--- src/rtl/pid_pkg.sv ---
// Shared types, widths and saturation helpers for the resource-shared PID.
package pid_pkg;

    localparam int unsigned ERR_IN_W  = 12;
    localparam int unsigned ERR_W     = 10;
    localparam int unsigned DIFF_IN_W = ERR_W + 1;
    localparam int unsigned DIFF_W    = 7;
    localparam int unsigned FRWRD_W   = 10;
    localparam int unsigned COEFF_W   = 6;
    localparam int unsigned MUL_W     = ERR_W + COEFF_W;
    localparam int unsigned P_W       = 14;
    localparam int unsigned D_W       = 13;
    localparam int unsigned INTEG_W   = 15;
    localparam int unsigned I_W       = 9;
    localparam int unsigned PID_W     = 14;
    localparam int unsigned SPD_W     = 11;

    localparam logic signed [ERR_W-1:0]  ERR_POS_SAT  = 10'sh1FF;
    localparam logic signed [ERR_W-1:0]  ERR_NEG_SAT  = 10'sh200;
    localparam logic signed [DIFF_W-1:0] DIFF_POS_SAT = 7'sh3F;
    localparam logic signed [DIFF_W-1:0] DIFF_NEG_SAT = 7'sh40;
    localparam logic [SPD_W-1:0]         SPD_POS_SAT  = 11'h3FF;

    typedef enum logic [2:0] {
        IDLE  = 3'd0,
        MUL_P = 3'd1,
        MUL_D = 3'd2,
        INTEG = 3'd3,
        SUM   = 3'd4,
        OUT   = 3'd5
    } pid_state_e;

    // Clamp the raw 12-bit heading error into the 10-bit working range.
    function automatic logic signed [ERR_W-1:0] sat_err(input logic signed [ERR_IN_W-1:0] e);
        if (e[ERR_IN_W-1:ERR_W-1] == {(ERR_IN_W-ERR_W+1){e[ERR_IN_W-1]}}) begin
            return ERR_W'(e);
        end
        return e[ERR_IN_W-1] ? ERR_NEG_SAT : ERR_POS_SAT;
    endfunction

    // Clamp the 11-bit error difference into the 7-bit derivative range.
    function automatic logic signed [DIFF_W-1:0] sat_diff(input logic signed [DIFF_IN_W-1:0] d);
        if (d[DIFF_IN_W-1:DIFF_W-1] == {(DIFF_IN_W-DIFF_W+1){d[DIFF_IN_W-1]}}) begin
            return DIFF_W'(d);
        end
        return d[DIFF_IN_W-1] ? DIFF_NEG_SAT : DIFF_POS_SAT;
    endfunction

endpackage

--- src/rtl/pid_mul.sv ---
// Single shared signed multiplier; the FSM state picks the operand pair.
//   state   : current PID FSM state (MUL_D selects the derivative operands)
//   err_sat : saturated error, proportional operand
//   d_diff  : saturated error difference, derivative operand
//   prod_c  : combinational product, truncated to the P-term width
module pid_mul
    import pid_pkg::*;
#(
    parameter logic signed [COEFF_W-1:0] P_COEFF = 6'sh08,
    parameter logic signed [COEFF_W-1:0] D_COEFF = 6'sh0B
) (
    input  pid_state_e               state,
    input  logic signed [ERR_W-1:0]  err_sat,
    input  logic signed [DIFF_W-1:0] d_diff,
    output logic signed [P_W-1:0]    prod_c
);

    logic signed [ERR_W-1:0]   op_a;
    logic signed [COEFF_W-1:0] op_b;

    // Operand mux: derivative pair in MUL_D, proportional pair otherwise.
    always_comb begin
        op_a = err_sat;
        op_b = P_COEFF;
        if (state == MUL_D) begin
            op_a = ERR_W'(d_diff);
            op_b = D_COEFF;
        end
    end

    // With the configured coefficients the product magnitude stays inside P_W bits.
    assign prod_c = P_W'(MUL_W'(op_a) * MUL_W'(op_b));

endmodule

--- src/rtl/pid_seq.sv ---
// Multi-cycle PID for the drive path: P, D via one shared multiplier, then
// integrator, sum and speed mix, one FSM state per step.
//   clk, rst_n : clock, async active-low reset
//   moving     : low clears integrator/speeds and aborts any computation
//   err_vld    : error sample strobe; error (12b signed), frwrd (10b unsigned)
//   busy       : computation in flight
//   err_drop   : combinational pulse when err_vld arrives while busy
//   spd_vld    : one-cycle strobe with new lft_spd / rght_spd (11b signed)
module pid_seq
    import pid_pkg::*;
#(
    parameter logic signed [COEFF_W-1:0] P_COEFF = 6'sh08,
    parameter logic signed [COEFF_W-1:0] D_COEFF = 6'sh0B,
    parameter int unsigned               D_DEPTH = 2
) (
    input  logic                clk,
    input  logic                rst_n,
    input  logic                moving,
    input  logic                err_vld,
    input  logic [ERR_IN_W-1:0] error,
    input  logic [FRWRD_W-1:0]  frwrd,
    output logic                busy,
    output logic                err_drop,
    output logic                spd_vld,
    output logic [SPD_W-1:0]    lft_spd,
    output logic [SPD_W-1:0]    rght_spd
);

    pid_state_e state_q, state_d;
    logic       busy_q, busy_d;
    logic       spd_vld_q, spd_vld_d;

    logic signed [ERR_W-1:0]   err_sat_q, err_sat_d;
    logic [FRWRD_W-1:0]        frwrd_q, frwrd_d;
    // hist_q[k] is the sample accepted k samples before err_sat_q.
    logic signed [ERR_W-1:0]   hist_q [1:D_DEPTH];
    logic signed [ERR_W-1:0]   hist_d [1:D_DEPTH];
    logic signed [P_W-1:0]     p_q, p_d;
    logic signed [D_W-1:0]     d_q, d_d;
    logic signed [INTEG_W-1:0] integ_q, integ_d;
    logic signed [I_W-1:0]     i_q, i_d;
    logic signed [PID_W-1:0]   acc_q, acc_d;
    logic signed [SPD_W-1:0]   lft_q, lft_d;
    logic signed [SPD_W-1:0]   rght_q, rght_d;

    logic                      accept_c;
    logic signed [DIFF_W-1:0]  d_diff_c;
    logic signed [P_W-1:0]     prod_c;
    logic signed [INTEG_W-1:0] integ_sum_c;
    logic                      integ_ovf_c;
    logic signed [INTEG_W-1:0] integ_next_c;
    logic signed [PID_W-1:0]   pid_c;
    logic signed [SPD_W-1:0]   pid_sh_c;
    logic signed [SPD_W-1:0]   frwrd_ext_c;
    logic signed [SPD_W-1:0]   lft_sum_c;
    logic signed [SPD_W-1:0]   rght_sum_c;

    pid_mul #(
        .P_COEFF (P_COEFF),
        .D_COEFF (D_COEFF)
    ) u_mul (
        .state   (state_q),
        .err_sat (err_sat_q),
        .d_diff  (d_diff_c),
        .prod_c  (prod_c)
    );

    assign accept_c = (state_q == IDLE) && err_vld && moving;
    assign d_diff_c = sat_diff(DIFF_IN_W'(err_sat_q) - DIFF_IN_W'(hist_q[D_DEPTH]));

    // Integrator holds instead of wrapping on signed overflow.
    assign integ_sum_c  = integ_q + INTEG_W'(err_sat_q);
    assign integ_ovf_c  = (integ_q[INTEG_W-1] == err_sat_q[ERR_W-1]) &&
                          (integ_sum_c[INTEG_W-1] != integ_q[INTEG_W-1]);
    assign integ_next_c = integ_ovf_c ? integ_q : integ_sum_c;

    // acc_q already holds P + D; adding I here finishes the PID sum.
    assign pid_c       = acc_q + PID_W'(i_q);
    assign pid_sh_c    = SPD_W'(pid_c >>> (PID_W - SPD_W));
    assign frwrd_ext_c = signed'({1'b0, frwrd_q});
    assign lft_sum_c   = frwrd_ext_c + pid_sh_c;
    assign rght_sum_c  = frwrd_ext_c - pid_sh_c;

    // Next-state and datapath control.
    always_comb begin
        state_d   = state_q;
        busy_d    = busy_q;
        spd_vld_d = 1'b0;
        err_sat_d = err_sat_q;
        frwrd_d   = frwrd_q;
        hist_d    = hist_q;
        p_d       = p_q;
        d_d       = d_q;
        integ_d   = integ_q;
        i_d       = i_q;
        acc_d     = acc_q;
        lft_d     = lft_q;
        rght_d    = rght_q;

        case (state_q)
            IDLE: begin
                if (accept_c) begin
                    err_sat_d = sat_err(error);
                    frwrd_d   = frwrd;
                    hist_d[1] = err_sat_q;
                    for (int unsigned k = 2; k <= D_DEPTH; k++) begin
                        hist_d[k] = hist_q[k-1];
                    end
                    busy_d  = 1'b1;
                    state_d = MUL_P;
                end
            end
            MUL_P: begin
                p_d     = prod_c;
                state_d = MUL_D;
            end
            MUL_D: begin
                d_d     = D_W'(prod_c);
                state_d = INTEG;
            end
            INTEG: begin
                integ_d = integ_next_c;
                i_d     = I_W'(integ_next_c >>> (INTEG_W - I_W));
                acc_d   = p_q + PID_W'(d_q);
                state_d = SUM;
            end
            SUM: begin
                // Only a non-negative added term can overflow into bit 10.
                lft_d     = (!pid_sh_c[SPD_W-1] && lft_sum_c[SPD_W-1]) ? SPD_POS_SAT : lft_sum_c;
                rght_d    = (pid_sh_c[SPD_W-1] && rght_sum_c[SPD_W-1]) ? SPD_POS_SAT : rght_sum_c;
                spd_vld_d = 1'b1;
                state_d   = OUT;
            end
            OUT: begin
                busy_d  = 1'b0;
                state_d = IDLE;
            end
            default: begin
                busy_d  = 1'b0;
                state_d = IDLE;
            end
        endcase

        // Robot stopped: abort, clear integrator and speeds, keep history.
        if (!moving) begin
            state_d   = IDLE;
            busy_d    = 1'b0;
            spd_vld_d = 1'b0;
            integ_d   = '0;
            lft_d     = '0;
            rght_d    = '0;
        end
    end

    // State and datapath registers.
    always_ff @(posedge clk or negedge rst_n) begin
        if (!rst_n) begin
            state_q   <= IDLE;
            busy_q    <= 1'b0;
            spd_vld_q <= 1'b0;
            err_sat_q <= '0;
            frwrd_q   <= '0;
            for (int unsigned k = 1; k <= D_DEPTH; k++) begin
                hist_q[k] <= '0;
            end
            p_q       <= '0;
            d_q       <= '0;
            integ_q   <= '0;
            i_q       <= '0;
            acc_q     <= '0;
            lft_q     <= '0;
            rght_q    <= '0;
        end else begin
            state_q   <= state_d;
            busy_q    <= busy_d;
            spd_vld_q <= spd_vld_d;
            err_sat_q <= err_sat_d;
            frwrd_q   <= frwrd_d;
            hist_q    <= hist_d;
            p_q       <= p_d;
            d_q       <= d_d;
            integ_q   <= integ_d;
            i_q       <= i_d;
            acc_q     <= acc_d;
            lft_q     <= lft_d;
            rght_q    <= rght_d;
        end
    end

    assign busy     = busy_q;
    assign err_drop = err_vld & busy_q;
    assign spd_vld  = spd_vld_q;
    assign lft_spd  = lft_q;
    assign rght_spd = rght_q;

endmodule
--- config.mk ---
export PLATFORM = sky130hd
export DESIGN_NAME = pid_seq
export DESIGN_NICKNAME = d
export VERILOG_FILES = /design/src/rtl/pid_pkg.sv /design/src/rtl/pid_mul.sv /design/src/rtl/pid_seq.sv
export SDC_FILE = /design/constraint.sdc
export NUM_CORES = 1
export LEC_CHECK = 0
export ABC_CLOCK_PERIOD_IN_PS = 13310
export CORE_MARGIN = 1
export CORE_UTILIZATION = 62
export CTS_BUF_LIST = sky130_fd_sc_hd__clkbuf_4 sky130_fd_sc_hd__clkbuf_8
export CTS_CLUSTER_SIZE = 28
export DETAILED_ROUTE_END_ITERATION = 6
export PLACE_DENSITY = 0.81
export SYNTH_ARGS = -nofsm -noshare
export SYNTH_HDL_FRONTEND = slang
export SYNTH_SLANG_ARGS = --single-unit
--- constraint.sdc ---
create_clock -name clk -period 13.31 [get_ports clk]
set_input_delay 3.3275 -clock clk [delete_from_list [all_inputs] [get_ports clk]]
set_output_delay 3.3275 -clock clk [all_outputs]
set_load 0.01 [all_outputs]
* Word-level counts from Yosys, hierarchy flattened *
Cells that the tools add are included.

word-level totals
  logic and storage cells = 76
  output and inout port bits = 25
  register bits = 132
  input bits = 26

operators by class
  multipliers = 1
  add/sub/neg operators = 6
  reduce and logical (&&, ||, !) cells = 11
  eq/ne operators = 13
  mux-type cells = 29
  bitwise gates (word level) = 1

operators with widths
  cell                                                                   count
  11-bit two-way mux                                                     6
  15-bit two-way mux                                                     3
  10-bit two-way mux                                                     4
  7-bit two-way mux                                                      3
  15-bit by 10-bit adder with 15-bit output                              1
  3-bit one-hot mux with 5 select lines                                  1
  14-bit by 13-bit adder with 14-bit output                              1
  14-bit by 9-bit adder with 14-bit output                               1
  10-bit by 5-bit multiplier with 14-bit output                          1
  11-bit adder                                                           1
  10-bit by 10-bit subtractor with 11-bit output                         1
  11-bit subtractor                                                      1
  1-bit two-way mux                                                      8
  3-bit by 2-bit equality test with 1-bit output, second input constant  2
  3-bit two-way mux                                                      2
  2-bit AND reduction                                                    3
  1-bit logical AND                                                      5
  4-bit equality test                                                    1
  2-bit by 1-bit != test with 1-bit output, second input constant        2
  2-bit != test, second input constant                                   2
  4-bit OR reduction                                                     1
  3-bit by 1-bit equality test with 1-bit output, second input constant  1
  3-bit equality test, second input constant                             1
  3-bit logical NOT                                                      1
  8 further kinds                                                        8

* Depth between registers and ports, before layout *
Gate-level depths: netlist of the first run.

  depth in word-level cells = 6
  gate-level depth with buffers = 25
  mapped depth without buffers = 24

* By module *
A second synthesis of the first run with hierarchy kept.

unflattened totals
  cells, all modules = 989
  area, all modules = 9,430.3 um2

by module, submodules not included
  module   area an instance (um2)  seq. area each (um2)  instances  cells each
  pid_seq  8,414.3                 3,303.2               1          860
  pid_mul  1,016.0                 0.0                   1          129

* Worst setup path after synthesis of the first run *
OpenSTA, ideal clock, no wires.

  kind = input-to-output
  start = input err_vld
  end = output err_drop
  cell stages on the path = 1
  buffers on the path = 0
  path slack = 6,509 ps
  data arrival time = 3,474 ps
  data required time = 9,982 ps
  path through = and2_1

on the way
  cells in the longest elaborated chain, start to end = 1

ends and longest elaborated chain
  element             line            text
  start: declaration  pid_seq.sv:19   input logic err_vld,
  1-bit bitwise AND   pid_seq.sv:191  assign err_drop = err_vld & busy_q;
  end: declaration    pid_seq.sv:23   output logic err_drop,

Every way passes these cells.

* Worst setup path after layout of the first run *
Same ends and word-level chain as after synthesis.

==> impl_metrics.toml, run 1 <==
[run_status]
outcome = "completed"

[setup_path]
critical_path.startpoint_type = "input pin"
setup.worst_path.end_class = "output port"
rr_worst_depth = 23
path_class = "input pin to output port"
regToRegEndpoint = "p_q[12]"
arrival_ns = 4.52
cp_max_fo = 4
critical_path_required_ns = 9.98
r2r_setup_slack_ns = 7.16
critical_path.reg2reg.startpoint = "err_sat_q[0]"

[clocking]
post_cts_buffers = 0
clk_pin_slew_ns = 0.07
clock_tree.buffer_depth = 2
clock_tree_from_tritoncts = "built"
cts.root.buffer_cell = "sky130_fd_sc_hd__clkbuf_8"
number_of_levels_in_the_clock_h_tree = 4
clock_sink_count = 132
clkLatencyLatePin_ns = 0.47
holdBufCountCts = 0
cts.repair.resized = 0
cts_inserted_buffers = 17

[synth]
netlist_area_um2 = 9000
synth.ff_latch_count = 132
ys_top_cells_by_count = "sky130_fd_sc_hd__dfrtp_1 (132), sky130_fd_sc_hd__nand2_1 (104), sky130_fd_sc_hd__ha_1 (92), sky130_fd_sc_hd__nor2_1 (81), sky130_fd_sc_hd__o21ai_0 (66)"
synth.top_cells.by_area = "sky130_fd_sc_hd__dfrtp_1 (37%), sky130_fd_sc_hd__ha_1 (13%), sky130_fd_sc_hd__nand2_1 (4.3%)"
yosysMostFrequentCell = "sky130_fd_sc_hd__dfrtp_1"
yosys_warnings = 0
synth_async_sr_flop_share_pct = 100
synth_enable_flop_cells = 0
synthCells = 949
synthDistinctLibCells = 65
post-synth-top-area-cell = "sky130_fd_sc_hd__dfrtp_1"
synth_top_flop_cell = "sky130_fd_sc_hd__dfrtp_1"
synth_top_cell_area_share_pct = 36.7
synthesis.nets = 1079
synth_seq_area_share_pct = 36.7
syn_area_per_cell_um2 = 9.48

[placement]
placedCellCount = 1151
post-dp-hpwl_um = 13500
globalplace.congestion = 0.917
port_buffers = 50

[routing]
highest_layer = "met4"
drtPass1Iterations = 6
viasPerCell = 5.87
ant_nets = 0
met1Wirelength_um = 8380
dr_wl_met2_um = 8780
routed_wl_um = 18500
starting_drc_count_in_detailed_routing = 446
drt-wirelength-per-cell_um = 15.6
routed-wl-met3_um = 796
vias = 6943
drc_errors = 0

[timing]
number_of_max_slew_violations_in_the_final_report = 0
setup_violations = 0
setup_tns_ns = 0
rsz0062_at_grt = "no"
final.setup_skew_ns = 0.0117
timing_worst_slew_pin_value_ns = 1.07
layout_worst_path_cycle_share_pct = 58.9
worst_slew_margin_rel_pct = 28.4
hold_violations = 0
max_clock_freq_mhz = 127
finalCriticalPeriod_ns = 7.84

[worst_hold_path]
hold_class = "flip-flop to flip-flop"
min_path_cells = 2
holdPathEnd = "acc_q[11]"
timing.hold.worst.start = "acc_q[11]"

[global_routing]
antenna_found_initial = 0
grt.overflow.total = 0
grt_max_degree = 71
global_route_wire_length_before_repair_um = 31400
grt.total_usage_pct = 27.1
grt_pass1_vias = 6790

[die]
row_count = 43
die-height_um = 122
fp.dieW_um = 122
fp.dieArea_um2 = 15000
start_util_pct = 64.1
ioPinCount = 51
core-area_um2 = 14000

[cells_and_area]
flow.area_growth_from_synthesis_pct = 11.8
fillers = 1048
n_antenna_cell = 0
multi_input_comb_area_um2 = 5350
drive_gt1_share_pct = 8.48
regArea_um2 = 3300
nNetsFinal = 1120
layout.cells.non_filler = 1182

[pwr]
power.static_leakage_uw = 0.00479
largest_voltage_drop_on_the_vdd_net_mv = 0.161
cellPowerDensity_nw_per_um2 = 244

[run]
drv.max_cap_violation_count = 0
-- cells in the final DEF, fill, tap and decap left out, drive strengths merged, types with 3 or more instances in the layout --
cell           synthesis  layout
ha                    92      92
bufinv                 0       4
xnor2                 44      44
nor3                  19      19
o21ai                 88      88
fa                    12      12
a31oi                  5       5
clkinv                 0       4
or2                    4       4
o21bai                 8       8
nand2                104     104
nand2b                 7       7
o31ai                  7       7
dfrtp                132     132
o31a                   3       3
nand3                  9       9
clkinvlp               0       3
a211oi                 8       8
o41ai                  4       4
mux2i                 14      14
nor2b                  7       7
and3                   3       3
nor2                  81      81
clkbuf                30      19
o21a                   9       9
buf                    4       7
xor2                  28      28
a21o                  14      14
a21oi                 53      53
o211ai                10      10
clkdlybuf4s50          0      49
a211o                  4       4
inv                   52      53
or3                    5       5
mux2                  33      33
and2                   7       7
a221o                 18      18
-- cell type report --
| type | count | share of cell area (%) |
|---|---|---|
| timing repair buffer | 56 | 5.40 |
| tap | 180 | 2.24 |
| sequential | 132 | 32.8 |
| multi-input combinational | 731 | 53.2 |
| clock buffer | 19 | 2.60 |
| clock inverter | 12 | 1.78 |
| inverter | 52 | 1.94 |
-- worst max-delay path by stage --
| stage | from | end | slack [ns] | cells after the start |
|---|---|---|---|---|
| floorplan | err_vld | err_drop | 6.51 | 1 |
| global placement | err_vld | err_drop | 5.49 | 3 |
| detailed placement | err_vld | err_drop | 5.46 | 3 |
| CTS | err_vld | err_drop | 5.46 | 3 |
| global route | err_vld | err_drop | 5.44 | 3 |
| finish | err_vld | err_drop | 5.47 | 3 |
-- power breakdown --
part           internal (µW)  leakage (µW)  switching [µW]  total (µW)
registers                516       0.00172            96.4         613
logic                    661       0.00285             811        1470
clock network            213      0.000214             160         373
-- routing by layer --
| layer | vias to the layer above | track usage (%) |
|---|---|---|
| li1 | 3439 | - |
| met1 | 3318 | 34.1 |
| met2 | 141 | 44.8 |
| met3 | 45 | 5.44 |
| met4 | 0 | 12.5 |
| met5 | - | 0 |
-- flip-flops by register name (all words and copies together) (netlist names) --
signal     count
frwrd_q       10
integ_q       15
d_q           13
err_sat_q     10
p_q           14
spd_vld        1
busy           1
state_q        3
i_q            9
lft_spd       11
acc_q         14
rght_spd      11
hist_q        20
-- kinds of logic (layout without fill, tap and decap cells) --
group,after synthesis,after routing,share of synthesized area [%]
buffers and inverters,86,139,3.78
AND/OR/NAND/NOR,255,255,12.5
XOR/XNOR,72,72,7.01
AO/OA/AOI/OAI,252,252,18.7
multiplexers,47,47,5.69
adder cells (fa/ha/maj),105,105,15.6
flip-flops,132,132,36.7
-- through the flow --
stage / power (µW) / instance area, µm² / setup WS [ns] / utilization (%) / hold slack, ns
after floorplan: 1790 / 9000 / 6.51 / - / 0.443
after global placement: 2030 / 9620 / 5.49 / 68.5 / 0.456
after detailed placement: 2070 / 9620 / 5.46 / 68.5 / 0.461
after CTS: 2460 / 10100 / 5.46 / 71.6 / 0.478
after global routing: 2690 / 10100 / 5.44 / 71.6 / 0.505
final: 2460 / 10100 / 5.47 / 71.6 / 0.474
-- worst max-delay path: stages --
cell                              delay, ns
sky130_fd_sc_hd__clkdlybuf4s50_1       0.52
sky130_fd_sc_hd__and2_1                0.14
sky130_fd_sc_hd__clkdlybuf4s50_1       0.53
Power figures use the tool's default switching activity.
==> run 2: changes to the inputs <==
--- a/config.mk
+++ b/config.mk
@@ -5,13 +5,13 @@
 export SDC_FILE = /design/constraint.sdc
 export NUM_CORES = 1
 export LEC_CHECK = 0
-export ABC_CLOCK_PERIOD_IN_PS = 13310
+export ABC_CLOCK_PERIOD_IN_PS = 6500
 export CORE_MARGIN = 1
-export CORE_UTILIZATION = 62
+export CORE_UTILIZATION = 57
 export CTS_BUF_LIST = sky130_fd_sc_hd__clkbuf_4 sky130_fd_sc_hd__clkbuf_8
 export CTS_CLUSTER_SIZE = 28
 export DETAILED_ROUTE_END_ITERATION = 6
-export PLACE_DENSITY = 0.81
+export PLACE_DENSITY = 0.79
 export SYNTH_ARGS = -nofsm -noshare
 export SYNTH_HDL_FRONTEND = slang
 export SYNTH_SLANG_ARGS = --single-unit
==> constraint.sdc (replaced) <==
create_clock -name clk -period 6.5 [get_ports clk]
set_input_delay 1.625 -clock clk [delete_from_list [all_inputs] [get_ports clk]]
set_output_delay 1.625 -clock clk [all_outputs]
set_load 0.01 [all_outputs]
==> impl_metrics.toml, run 2 (synthesized netlist as in run 1, its figures left out) <==
[run_status]
outcome = "completed"

[cells_and_area]
layout_common_cells = "sky130_fd_sc_hd__dfrtp_1 (132), sky130_fd_sc_hd__nand2_1 (104), sky130_fd_sc_hd__ha_1 (92), sky130_fd_sc_hd__nor2_1 (81), sky130_fd_sc_hd__o21ai_0 (66)"
largest_register = "hist_q"
n_antenna_cell = 0
max_reg_flops = 20
flow.area_growth_from_synthesis_pct = 12.3
largest_registers = "hist_q (20), integ_q (15)"
nNetsFinal = 1122
layout.cells.most_common = "sky130_fd_sc_hd__dfrtp_1"
drive_gt1_share_pct = 8.76

[die]
fp.dieArea_um2 = 16300
fp.dieW_um = 128
start_util_pct = 58.7
row_count = 45
ioPinCount = 51
die-height_um = 128
core-area_um2 = 15300

[timing]
timing_worst_slew_pin_value_ns = 1.05
max_clock_freq_mhz = 168
layout_worst_path_cycle_share_pct = 91.3
rsz0062_at_grt = "no"
setup_tns_ns = 0
hold_violations = 0
setup_violations = 0
worst_slew_margin_rel_pct = 29.3
number_of_max_slew_violations_in_the_final_report = 0
finalCriticalPeriod_ns = 5.94
final.setup_skew_ns = 0.0142
finalHoldWorstSlack_ns = 0.477

[setup_path]
critical_path_required_ns = 6.81
critical_path.startpoint_type = "flip-flop"
arrival_ns = 6.25
setup.worst_path.end_class = "flip-flop"
cp_max_fo = 11
path_class = "flip-flop to flip-flop"

[global_routing]
busiest_layer = "met2"
grt.met3_usage_pct = 4.82
global_route_wire_length_before_repair_um = 31700
grt_pass1_vias = 6808
use_met1_pct = 30.4
global_route_met2_utilization_pct = 42.6
antenna_found_initial = 0
grt.overflow.total = 0
grt_max_degree = 84
grt.total_usage_pct = 24.6

[routing]
routed_wl_um = 18300
vias = 6930
drtPass1Iterations = 5
drt-wirelength-per-cell_um = 15.1
viasPerCell = 5.70
starting_drc_count_in_detailed_routing = 332
ant_nets = 0
drc_errors = 0

[pwr]
cellPowerDensity_nw_per_um2 = 497
largest_voltage_drop_on_the_vdd_net_mv = 0.289
power.static_leakage_uw = 0.00479

[clocking]
holdBufCountCts = 0
clock_tree.buffer_depth = 2
clock_sink_count = 132
clkLatencyLatePin_ns = 0.45
cts_inserted_buffers = 17
clk_pin_slew_ns = 0.07
cts.root.buffer_cell = "sky130_fd_sc_hd__clkbuf_8"
number_of_levels_in_the_clock_h_tree = 4
post_cts_buffers = 0
clock_tree_from_tritoncts = "built"
cts.repair.resized = 0

[worst_hold_path]
hold_class = "flip-flop to flip-flop"

[placement]
globalplace.congestion = 0.922
port_buffers = 50
post-dp-hpwl_um = 13900

[run]
drv.max_cap_violation_count = 0
## run 2: cell types whose count changed in the layout (fill, tap and decap cells not counted), sizes merged
cell / previous run / this run
clkinv: 4 / 5
buf: 7 / 9
bufinv: 4 / 3
clkbuf: 19 / 20
## run 2: through the flow
stage	instances	instance area, µm²	worst slack, ns	total power (µW)	utilization, %
finish	1216	10100	0.565	5020	65.9
global placement	1184	9680	0.903	4180	63.2
floorplan	949	9000	1.29	3660	-
global route	1216	10100	0.00738	5490	65.9
detailed placement	1184	9680	0.686	4270	63.2
CTS	1216	10100	0.589	5030	65.9
## run 2: cell type report
| cell class | count | area (µm²) |
|---|---|---|
| clock inverter | 12 | 154 |
| timing repair buffer | 58 | 562 |
| fill | 1282 | 5220 |
| tap | 211 | 264 |
| clock buffer | 20 | 269 |
| multi-input combinational | 731 | 5350 |
| inverter | 52 | 195 |
| sequential | 132 | 3300 |
## run 2: path summary, 6_finish.rpt
kind                       cells after the start         start           to  slack [ns]
setup / recovery                              23  err_sat_q[0]      p_q[13]        0.56
hold / removal                                 2     acc_q[11]    acc_q[11]        0.48
setup reg to reg                              23  err_sat_q[0]      p_q[13]        0.56
hold reg to reg                                2     acc_q[11]    acc_q[11]        0.48
max in group asynchronous                      2         rst_n      d_q[10]        4.19
min in group asynchronous                      1         rst_n  integ_q[11]        1.20
## run 2: layer usage
| metal | wire length (µm) | part of all wire [%] |
|---|---|---|
| met1 | 8360 | 46 |
| met2 | 8960 | 49 |
| met3 | 531 | 2.9 |
| met4 | 478 | 2.6 |
| met5 | 0 | 0 |
## run 2: where the power goes
group          internal [µW]  switching (µW)
Sequential              1060             175
Combinational           1360            1690
Clock                    404             327
## run 2: critical path, stage by stage, from the launching register on
cell                       delay [ns]
sky130_fd_sc_hd__dfrtp_1         0.37
sky130_fd_sc_hd__inv_1           0.08
sky130_fd_sc_hd__ha_1            0.21
sky130_fd_sc_hd__inv_1           0.07
sky130_fd_sc_hd__fa_1            0.22
sky130_fd_sc_hd__a211oi_1        0.10
sky130_fd_sc_hd__o21ai_1         0.18
sky130_fd_sc_hd__a21oi_1         0.09
sky130_fd_sc_hd__nor3_1          0.84
sky130_fd_sc_hd__nand3_1         0.20
sky130_fd_sc_hd__a32oi_2         0.44
sky130_fd_sc_hd__mux2i_1         0.35
sky130_fd_sc_hd__o21ai_1         0.12
sky130_fd_sc_hd__ha_1            0.31
sky130_fd_sc_hd__ha_1            0.33
sky130_fd_sc_hd__ha_1            0.32
sky130_fd_sc_hd__a21o_1          0.15
sky130_fd_sc_hd__a21oi_1         0.21
sky130_fd_sc_hd__nor2b_1         0.09
sky130_fd_sc_hd__nor4_1          0.27
sky130_fd_sc_hd__o31ai_1         0.16
sky130_fd_sc_hd__o41ai_1         0.42
sky130_fd_sc_hd__xnor2_1         0.19
sky130_fd_sc_hd__o21ai_1         0.08
==> run 3: changes to the inputs <==
--- a/config.mk
+++ b/config.mk
@@ -7,11 +7,11 @@
 export LEC_CHECK = 0
 export ABC_CLOCK_PERIOD_IN_PS = 6500
 export CORE_MARGIN = 1
-export CORE_UTILIZATION = 57
+export CORE_UTILIZATION = 50
 export CTS_BUF_LIST = sky130_fd_sc_hd__clkbuf_4 sky130_fd_sc_hd__clkbuf_8
 export CTS_CLUSTER_SIZE = 28
 export DETAILED_ROUTE_END_ITERATION = 6
-export PLACE_DENSITY = 0.79
+export PLACE_DENSITY = 0.7
 export SYNTH_ARGS = -nofsm -noshare
 export SYNTH_HDL_FRONTEND = slang
 export SYNTH_SLANG_ARGS = --single-unit
==> impl_metrics.toml, run 3 (synthesized netlist as in run 1, its figures left out) <==
[run_status]
outcome = "completed"

[setup_path]
path_class = "flip-flop to flip-flop"
cp_max_fo = 11
setup.worst_path.end_class = "flip-flop"
regToRegEndpoint = "p_q[12]"
worst_setup_path_startpoint = "err_sat_q[0]"
rr_worst_depth = 23
arrival_ns = 6.23
critical_path.reg2reg.startpoint = "err_sat_q[0]"
r2r_setup_slack_ns = 0.57
critical_path_required_ns = 6.80
critical_path.startpoint_type = "flip-flop"

[cells_and_area]
max_reg_flops = 20
drive_gt1_share_pct = 8.57
area_of_all_placed_cells_without_fillers_um2 = 10100
layout.cells.most_common = "sky130_fd_sc_hd__dfrtp_1"
nNetsFinal = 1120
largest_registers = "hist_q (20), integ_q (15)"
layout_common_cells = "sky130_fd_sc_hd__dfrtp_1 (132), sky130_fd_sc_hd__nand2_1 (104), sky130_fd_sc_hd__ha_1 (92), sky130_fd_sc_hd__nor2_1 (81), sky130_fd_sc_hd__o21ai_0 (66)"
largest_register = "hist_q"
flow.area_growth_from_synthesis_pct = 12.6
n_antenna_cell = 0

[die]
ioPinCount = 51
core-area_um2 = 17400
die-height_um = 136
start_util_pct = 51.7
fp.dieW_um = 136
fp.dieArea_um2 = 18500
row_count = 48

[clocking]
clock_sink_count = 132
clkLatencyLatePin_ns = 0.44
clock_tree.buffer_depth = 2
post_cts_buffers = 0
cts.repair.resized = 0
number_of_levels_in_the_clock_h_tree = 4
clock_tree_from_tritoncts = "built"
cts.root.buffer_cell = "sky130_fd_sc_hd__clkbuf_8"
clk_pin_slew_ns = 0.08
cts_inserted_buffers = 17
holdBufCountCts = 0

[global_routing]
global_route_wire_length_before_repair_um = 32000
grt_max_degree = 75
grt.total_usage_pct = 21.9
grt_pass1_vias = 6747
grt.overflow.total = 0
antenna_found_initial = 0

[placement]
post-dp-hpwl_um = 14200
placed_area_um2 = 9680
port_buffers = 50
globalplace.congestion = 0.929

[timing]
rsz0062_at_grt = "no"
setup_violations = 0
timing_worst_slew_pin_value_ns = 1.05
final.setup_skew_ns = 0.0141
worst_slew_margin_rel_pct = 29.4
finalHoldWorstSlack_ns = 0.480
finalCriticalPeriod_ns = 5.93
hold_violations = 0
layout_worst_path_cycle_share_pct = 91.2
max_clock_freq_mhz = 169
number_of_max_slew_violations_in_the_final_report = 0
setup_tns_ns = 0

[run]
drv.max_cap_violation_count = 0

[routing]
drt-wirelength-per-cell_um = 15.3
highest_layer = "met4"
routed_wl_um = 18800
starting_drc_count_in_detailed_routing = 341
ant_nets = 0
routed-wl-met3_um = 735
met1Wirelength_um = 8500
dr_wl_met2_um = 9300
drc_errors = 0
vias = 6866
viasPerCell = 5.59
drtPass1Iterations = 5

[pwr]
largest_voltage_drop_on_the_vdd_net_mv = 0.257
cellPowerDensity_nw_per_um2 = 499
power.static_leakage_uw = 0.00479

[worst_hold_path]
holdPathEnd = "acc_q[0]"
hold_class = "flip-flop to flip-flop"
timing.hold.worst.start = "acc_q[0]"
min_path_cells = 2
## run 3: per-stage QoR
step	setup WS, ns	std cells	utilization (%)	total power [µW]
after floorplan	1.29	949	-	3660
after global placement	0.878	1196	55.6	4200
after detailed placement	0.637	1196	55.6	4270
after CTS	0.607	1228	58.2	5080
after global routing	0.0547	1228	58.2	5520
final	0.570	1228	58.2	5060
## run 3: worst max-delay path by stage
stage	slack, ns	to	depth (start not counted)
6_report	0.57	p_q[12]	23
5_1_grt	0.05	p_q[13]	23
4_1_cts	0.61	p_q[12]	23
3_5_place_dp	0.64	p_q[12]	23
3_3_place_gp	0.88	p_q[12]	23
2_1_floorplan	1.29	d_q[12]	23
## run 3: final cells by class
cell class,count,area (µm²)
multi-input cells,731,5350
flip-flops and latches,132,3300
inverters,52,195
clock buffers,19,255
clock inverters,13,195
repair buffers,56,547
fillers,1528,7290
well taps,225,282
## run 3: critical path: stages (launching register included)
cell	delay (ns)
sky130_fd_sc_hd__dfrtp_1	0.38
sky130_fd_sc_hd__inv_1	0.08
sky130_fd_sc_hd__ha_1	0.21
sky130_fd_sc_hd__inv_1	0.07
sky130_fd_sc_hd__fa_1	0.24
sky130_fd_sc_hd__a211oi_1	0.11
sky130_fd_sc_hd__o21ai_1	0.21
sky130_fd_sc_hd__a21oi_1	0.09
sky130_fd_sc_hd__nor3_1	0.84
sky130_fd_sc_hd__nand3_1	0.18
sky130_fd_sc_hd__a32oi_2	0.42
sky130_fd_sc_hd__mux2i_1	0.37
sky130_fd_sc_hd__o21ai_1	0.12
sky130_fd_sc_hd__ha_1	0.32
sky130_fd_sc_hd__ha_1	0.33
sky130_fd_sc_hd__fa_1	0.47
sky130_fd_sc_hd__a21o_1	0.17
sky130_fd_sc_hd__a21oi_1	0.22
sky130_fd_sc_hd__o21bai_1	0.09
sky130_fd_sc_hd__a21oi_1	0.27
sky130_fd_sc_hd__o21ai_0	0.12
sky130_fd_sc_hd__a31oi_1	0.21
sky130_fd_sc_hd__xor2_1	0.18
sky130_fd_sc_hd__o21ai_0	0.09
## run 3: per-layer routing
metal | global-route usage (%) | vias to the layer above
li1 | - | 3447
met4 | 5.68 | 0
met3 | 4.14 | 13
met2 | 38.6 | 133
met1 | 27.4 | 3273
met5 | 0 | -
## run 3: where the power goes
part	switching, µW	internal [µW]	total, µW
Combinational	1690	1350	3040
Sequential	179	1060	1240
Clock	345	439	783
